File: config.mk
export PLATFORM = sky130hd
export DESIGN_NAME = dct8_engine
export DESIGN_NICKNAME = d
export VERILOG_FILES = /design/src/rtl/jfpjc_pkg.sv /design/src/rtl/dct8_coef_rom.sv /design/src/rtl/dct8_engine.sv
export SDC_FILE = /design/constraint.sdc
export NUM_CORES = 1
export LEC_CHECK = 0
export CAP_MARGIN = 20
export CORE_ASPECT_RATIO = 0.7
export CORE_UTILIZATION = 43
export CTS_BUF_LIST = sky130_fd_sc_hd__clkbuf_8
export CTS_CLUSTER_DIAMETER = 120
export DETAILED_ROUTE_END_ITERATION = 8
export PLACE_DENSITY_LB_ADDON = 0.15
export SETUP_SLACK_MARGIN = 0.4
export SYNTH_ARGS = -nofsm -noshare
export SYNTH_HDL_FRONTEND = slang
export SYNTH_SLANG_ARGS = --single-unit
File: constraint.sdc
create_clock -name clock -period 13.9 [get_ports clock]
set_clock_uncertainty 0.05 [all_clocks]
set_input_delay 2.78 -clock clock [delete_from_list [all_inputs] [get_ports clock]]
set_output_delay 2.78 -clock clock [all_outputs]
set_load 0.03 [all_outputs]
File: src/rtl/jfpjc_pkg.sv
// Shared definitions for the jfpjc DCT engines: FSM states, transform size,
// default coefficient precision and the accumulator sizing rule.
package jfpjc_pkg;

  typedef enum logic [2:0] {IDLE, LOAD, MAC, EMIT, DONE} dct_state_t;

  localparam int DCT8_N        = 8;
  localparam int DEF_COEF_FRAC = 12;

  // Sample width plus coefficient width (frac + 2) plus 4 guard bits for the 8-term sum.
  function automatic int acc_width(input int in_w, input int coef_frac);
    return in_w + coef_frac + 2 + 4;
  endfunction

endpackage

File: src/rtl/dct8_coef_rom.sv
// Combinational DCT-II coefficient table C(k,n), built at elaboration from
// COEF_FRAC using $cos so that precision changes need no hand-edited constants.
module dct8_coef_rom
  import jfpjc_pkg::*;
#(
  parameter int COEF_FRAC = DEF_COEF_FRAC,
  localparam int CW = COEF_FRAC + 2
) (
  input  logic [2:0]           k,
  input  logic [2:0]           n,
  output logic signed [CW-1:0] coef
);

  logic signed [CW-1:0] coef_table [DCT8_N*DCT8_N];

  for (genvar gi = 0; gi < DCT8_N; gi++) begin : g_k
    for (genvar gj = 0; gj < DCT8_N; gj++) begin : g_n
      localparam real PI   = 3.14159265358979323846;
      localparam real CK   = (gi == 0) ? 0.70710678118654752440 : 1.0;
      localparam real VAL  = (2.0 ** COEF_FRAC) * CK / 2.0 * $cos((2 * gj + 1) * gi * PI / 16.0);
      // Round to nearest, symmetric about zero so C(k,n) and C(k,7-n) stay exact negatives.
      localparam int  IVAL = (VAL >= 0.0) ? $rtoi(VAL + 0.5) : -$rtoi(0.5 - VAL);
      assign coef_table[gi*DCT8_N + gj] = CW'(IVAL);
    end
  end

  assign coef = coef_table[{k, n}];

endmodule

File: src/rtl/dct8_engine.sv
// Sequential 8-point forward DCT-II: load 8 samples, one MAC per cycle per
// coefficient, round/saturate and hand out over valid/ready. Macro: DCT8_LEVEL_SHIFT_EN.
module dct8_engine
  import jfpjc_pkg::*;
#(
  parameter int IN_WIDTH  = 8,
  parameter int OUT_WIDTH = 16,
  parameter int COEF_FRAC = DEF_COEF_FRAC
) (
  input  logic                        clock,
  input  logic                        nreset,
  input  logic                        start,
  output logic                        busy,
  output logic [2:0]                  fetch_addr,
  input  logic [IN_WIDTH-1:0]         fetch_data,
  output logic                        fetch_clk,
  output logic                        out_valid,
  input  logic                        out_ready,
  output logic signed [OUT_WIDTH-1:0] out_data,
  output logic [2:0]                  out_index,
  output logic                        done
);

  localparam int COEF_WIDTH = COEF_FRAC + 2;
  localparam int ACC_WIDTH  = acc_width(IN_WIDTH, COEF_FRAC);
`ifdef DCT8_LEVEL_SHIFT_EN
  localparam int XW = IN_WIDTH + 1;
`else
  localparam int XW = IN_WIDTH;
`endif
  localparam longint SAT_MAX_L = (longint'(1) << (OUT_WIDTH - 1)) - 1;
  localparam logic signed [ACC_WIDTH-1:0] SAT_MAX = ACC_WIDTH'(SAT_MAX_L);
  localparam logic signed [ACC_WIDTH-1:0] SAT_MIN = ACC_WIDTH'(-SAT_MAX_L - 1);

  dct_state_t                   state;
  logic [3:0]                   cnt;
  logic signed [XW-1:0]         x [DCT8_N];
  logic signed [ACC_WIDTH-1:0]  acc;
  logic signed [COEF_WIDTH-1:0] coef;
  logic signed [XW-1:0]         sample_in;
  logic signed [ACC_WIDTH-1:0]  term;
  logic signed [ACC_WIDTH-1:0]  acc_sum;
  logic signed [ACC_WIDTH-1:0]  rounded;
  logic signed [OUT_WIDTH-1:0]  y_sat;

  assign fetch_clk = clock;

`ifdef DCT8_LEVEL_SHIFT_EN
  assign sample_in = $signed({1'b0, fetch_data}) - $signed({2'b01, {(IN_WIDTH-1){1'b0}}});
`else
  assign sample_in = $signed(fetch_data);
`endif

  // out_index doubles as the coefficient number k being computed.
  dct8_coef_rom #(.COEF_FRAC(COEF_FRAC)) u_coef_rom (
    .k    (out_index),
    .n    (cnt[2:0]),
    .coef (coef)
  );

  assign term    = ACC_WIDTH'(x[cnt[2:0]]) * ACC_WIDTH'(coef);
  assign acc_sum = acc + term;
  assign rounded = (acc_sum + ACC_WIDTH'(2 ** (COEF_FRAC - 1))) >>> COEF_FRAC;

  always_comb begin
    y_sat = OUT_WIDTH'(rounded);
    if (rounded > SAT_MAX)      y_sat = OUT_WIDTH'(SAT_MAX);
    else if (rounded < SAT_MIN) y_sat = OUT_WIDTH'(SAT_MIN);
  end

  always_ff @(posedge clock or negedge nreset) begin
    if (!nreset) begin
      state      <= IDLE;
      busy       <= 1'b0;
      fetch_addr <= '0;
      out_valid  <= 1'b0;
      out_data   <= '0;
      out_index  <= '0;
      done       <= 1'b0;
      cnt        <= '0;
      acc        <= '0;
      for (int i = 0; i < DCT8_N; i++) x[i] <= '0;
    end else begin
      done <= 1'b0;
      case (state)
        IDLE: begin
          if (start) begin
            state      <= LOAD;
            busy       <= 1'b1;
            fetch_addr <= '0;
            out_index  <= '0;
            cnt        <= '0;
            acc        <= '0;
          end
        end
        LOAD: begin
          // Buffer read latency is one cycle: data for address cnt-1 arrives now.
          if (cnt != 4'd0) x[cnt[2:0] - 3'd1] <= sample_in;
          if (cnt < 4'd7) fetch_addr <= fetch_addr + 3'd1;
          if (cnt == 4'd8) begin
            state <= MAC;
            cnt   <= '0;
          end else begin
            cnt <= cnt + 4'd1;
          end
        end
        MAC: begin
          acc <= acc_sum;
          if (cnt == 4'd7) begin
            acc       <= '0;
            out_data  <= y_sat;
            out_valid <= 1'b1;
            state     <= EMIT;
            cnt       <= '0;
          end else begin
            cnt <= cnt + 4'd1;
          end
        end
        EMIT: begin
          if (out_ready) begin
            out_valid <= 1'b0;
            if (out_index == 3'd7) begin
              state <= DONE;
              done  <= 1'b1;
            end else begin
              out_index <= out_index + 3'd1;
              state     <= MAC;
            end
          end
        end
        DONE: begin
          state <= IDLE;
          busy  <= 1'b0;
        end
        default: state <= IDLE;
      endcase
    end
  end

endmodule

==> metrics.md <==
| Metric | Value |
|---|---|
| Global Route Usage Sum | `23.6%` |
| Initial antenna violation count | `0` |
| Final Setup Violations | `0` |
| R2R Setup Slk | `4.53 ns` |
| Setup TNS | `0 ns` |
| Status | `complete, no violations` |
| Vias per cell | `5.46` |
| Async set or reset register ratio after synthesis | `100%` |
| CP top delay family | `buffers and inverters` |
| CTS tree | `yes` |
| Final ANT Viol Nets | `0` |
| RSZ-0062 raised after global routing | `no` |
| Post-CTS Resized | `0` |
| Routed WL per cell | `19.1 um` |
| CTS clock-pin slew for the worst setup and hold paths | `0.08 ns` |
| Post-CTS Hold Fix Bufs | `0` |
| Critical path class | `clk2out` |
| Vias | `8376` |
| Hold crit path type | `reg2reg` |
| CP Max Fanout | `2` |
| Top cells by count, synth | `127 x inv_1, 125 x fa_1, 121 x dfrtp_1, 92 x nor2_1, 86 x nand2_1` |
| Max-slew violation count | `0` |
| Number of synthesized flops with an enable pin | `0` |
| Yosys cell types | `70` |
| Worst EP required | `11.07 ns` |
| Worst setup path endpoint | `fetch_clk` |
| CP dominant cell by count | `clkbuf_8` |
| Crit. Startpoint | `clock` |
| Pre-antenna DRT Iters | `5` |
| Post-CTS Setup Bufs | `0` |
| Critical Path Sink Type | `primary output` |
| Post-place instance area | `12300 um^2` |
| Row count | `49` |
| DRT iter0 DRCs | `708` |
| Yosys warns | `0` |
| Core box area | `25900 um^2` |
| Die area | `27300 um^2` |
| Synth area leaders | `dfrtp_1 26%, fa_1 22%, ha_1 7.9%, mux2_2 6.5%, inv_1 4.2%` |
| Post-synthesis cell count | `1132` |
| Count leader, synth | `inv_1` |
| Max-Cap Viols | `0` |
| Cell count of the worst reg-to-reg path | `29` |
| Slew @ Worst Pin | `1.08 ns` |
| Slowest CP cell | `clkdlybuf4s50_1` |
| Avg Inst Size Synth | `10.1 um^2` |
| Reg2reg end | `out_data[15]` |
| Hold path startpoint | `out_valid` |
| Vias in the first global route | `8604` |
| Synth-to-Final Area Change | `11.1%` |
| Post-Synthesis Cell Area | `11500 um^2` |
| Worst path depth | `3` |
| # DRC | `0` |
| Die height | `139 um` |
| Global-route wire length before repair | `49100 um` |
| Worst Path Arrival | `7.76 ns` |
| Initial Utilization | `44.2%` |
| Post-synth top area cell | `dfrtp_1` |
| Wirelength, routed | `29200 um` |
| Grt ovf | `0` |
| Fin area | `12700 um^2` |
| Seq/Total Area, Yosys | `26.4%` |
| Port Buf Inserts | `37` |
| Final Non-Filler Cells | `1533` |
| Top cell type's share of synthesized area | `26.4%` |
| DP Wirelength | `22400 um` |
| GPL Wtd Cong | `0.867` |
| Synth Flop Type | `dfrtp_1` |
| Largest net degree at the start of global routing | `62` |
| Syn_nets | `1341` |
| Die width | `197 um` |
| FF+latch count, synth | `121` |
| Clk Latency, worst-skew pair | `0.57 ns` |
| RR Startpoint | `cnt[1]` |
| Antenna diode count | `0` |
| Worst rel slew slack | `27.9%` |
| # nets final | `1372` |
| Cells after DPL | `1498` |
| Crit path cell chain | `clkbuf_8 > clkbuf_8 > clkdlybuf4s50_1` |
| Setup crit start kind | `clock port` |
| Final Hold Fails | `0` |
| WP buf/inv | `3` |
| Worst path max stage delay | `0.58 ns` |
| Io pins | `38` |
| Share of layout cells above drive strength 1 | `13.8%` |
stage by stage:
stage                     worst slack [ns]  hold slack (ns)  util (%)
after floorplan                       3.98            0.400         -
after global placement                3.56            0.414      47.3
after detailed placement              3.56            0.412      47.4
after CTS                             3.31            0.432      49.1
after global routing                  3.30            0.467      49.1
final                                 3.31            0.426      49.1
cell usage in the layout, fill, tap and decap left out, types with 22 or more instances in the layout:
cell type,n
clkdlybuf4s50_1,36
fa_1,125
buf_4,24
nor2_1,92
nand2b_1,22
nand3_1,22
o21ai_0,52
dfrtp_1,121
nand2_1,86
mux2_2,66
ha_1,72
inv_1,128
a21oi_1,49
xnor2_1,30
cells by family (layout without fill, tap and decap cells):
logic type,after synthesis,count (layout),share of synthesized area [%]
and+or+nand+nor,295,295,12.5
AOI/OAI and AO/OA,204,204,11.5
adders and majority gates,197,197,29.7
buffers and inverters,179,223,5.99
DFF,121,121,26.4
muxes,92,92,10.5
xor gates and xnor gates,44,44,3.43
registers in the layout (all words and copies together) (netlist names):
name,flops
acc,26
fetch_addr,3
busy,1
out_index,3
cnt,4
done,1
out_valid,1
state,3
x,64
out_data,15
cell type report:
| class | instances | area (um^2) |
|---|---|---|
| Clock buffer | 21 | 285 |
| Inverter | 127 | 477 |
| Fill cell | 2400 | 13200 |
| Tap cell | 357 | 447 |
| Multi-Input combinational cell | 832 | 7770 |
| Clock inverter | 15 | 170 |
| Timing Repair Buffer | 60 | 558 |
| Sequential cell | 121 | 3030 |
worst min path at each step:
| stage | endpoint | slack [ns] | depth (start not counted) |
|---|---|---|---|
| 6_report | out_valid | 0.43 | 2 |
| 5_1_grt | acc[5] | 0.47 | 2 |
| 4_1_cts | out_valid | 0.43 | 2 |
| 3_5_place_dp | out_valid | 0.41 | 2 |
| 3_3_place_gp | acc[6] | 0.41 | 2 |
| 2_1_floorplan | acc[10] | 0.40 | 2 |
worst register-to-register path: cells and delay by family (launching register included):
kind	cells	cell delay, ns
flip-flops	1	0.33
XOR/XNOR	1	0.22
AND/OR/NAND/NOR	5	1.37
AO/OA/AOI/OAI	9	2.66
buffers and inverters	7	1.02
adder cells (fa/ha/maj)	7	3.61
layer usage:
metal | track usage, % | vias up | wire length (um)
li1 | - | 3904 | -
met1 | 39.8 | 4204 | 15900
met2 | 28.6 | 254 | 10800
met3 | 6.96 | 14 | 2310
met4 | 4.57 | 0 | 207
met5 | 0 | - | 0
Power is left out: the tool's default activity adds up to more than one toggle a clock period on the data nets, which glitch-free logic cannot reach.
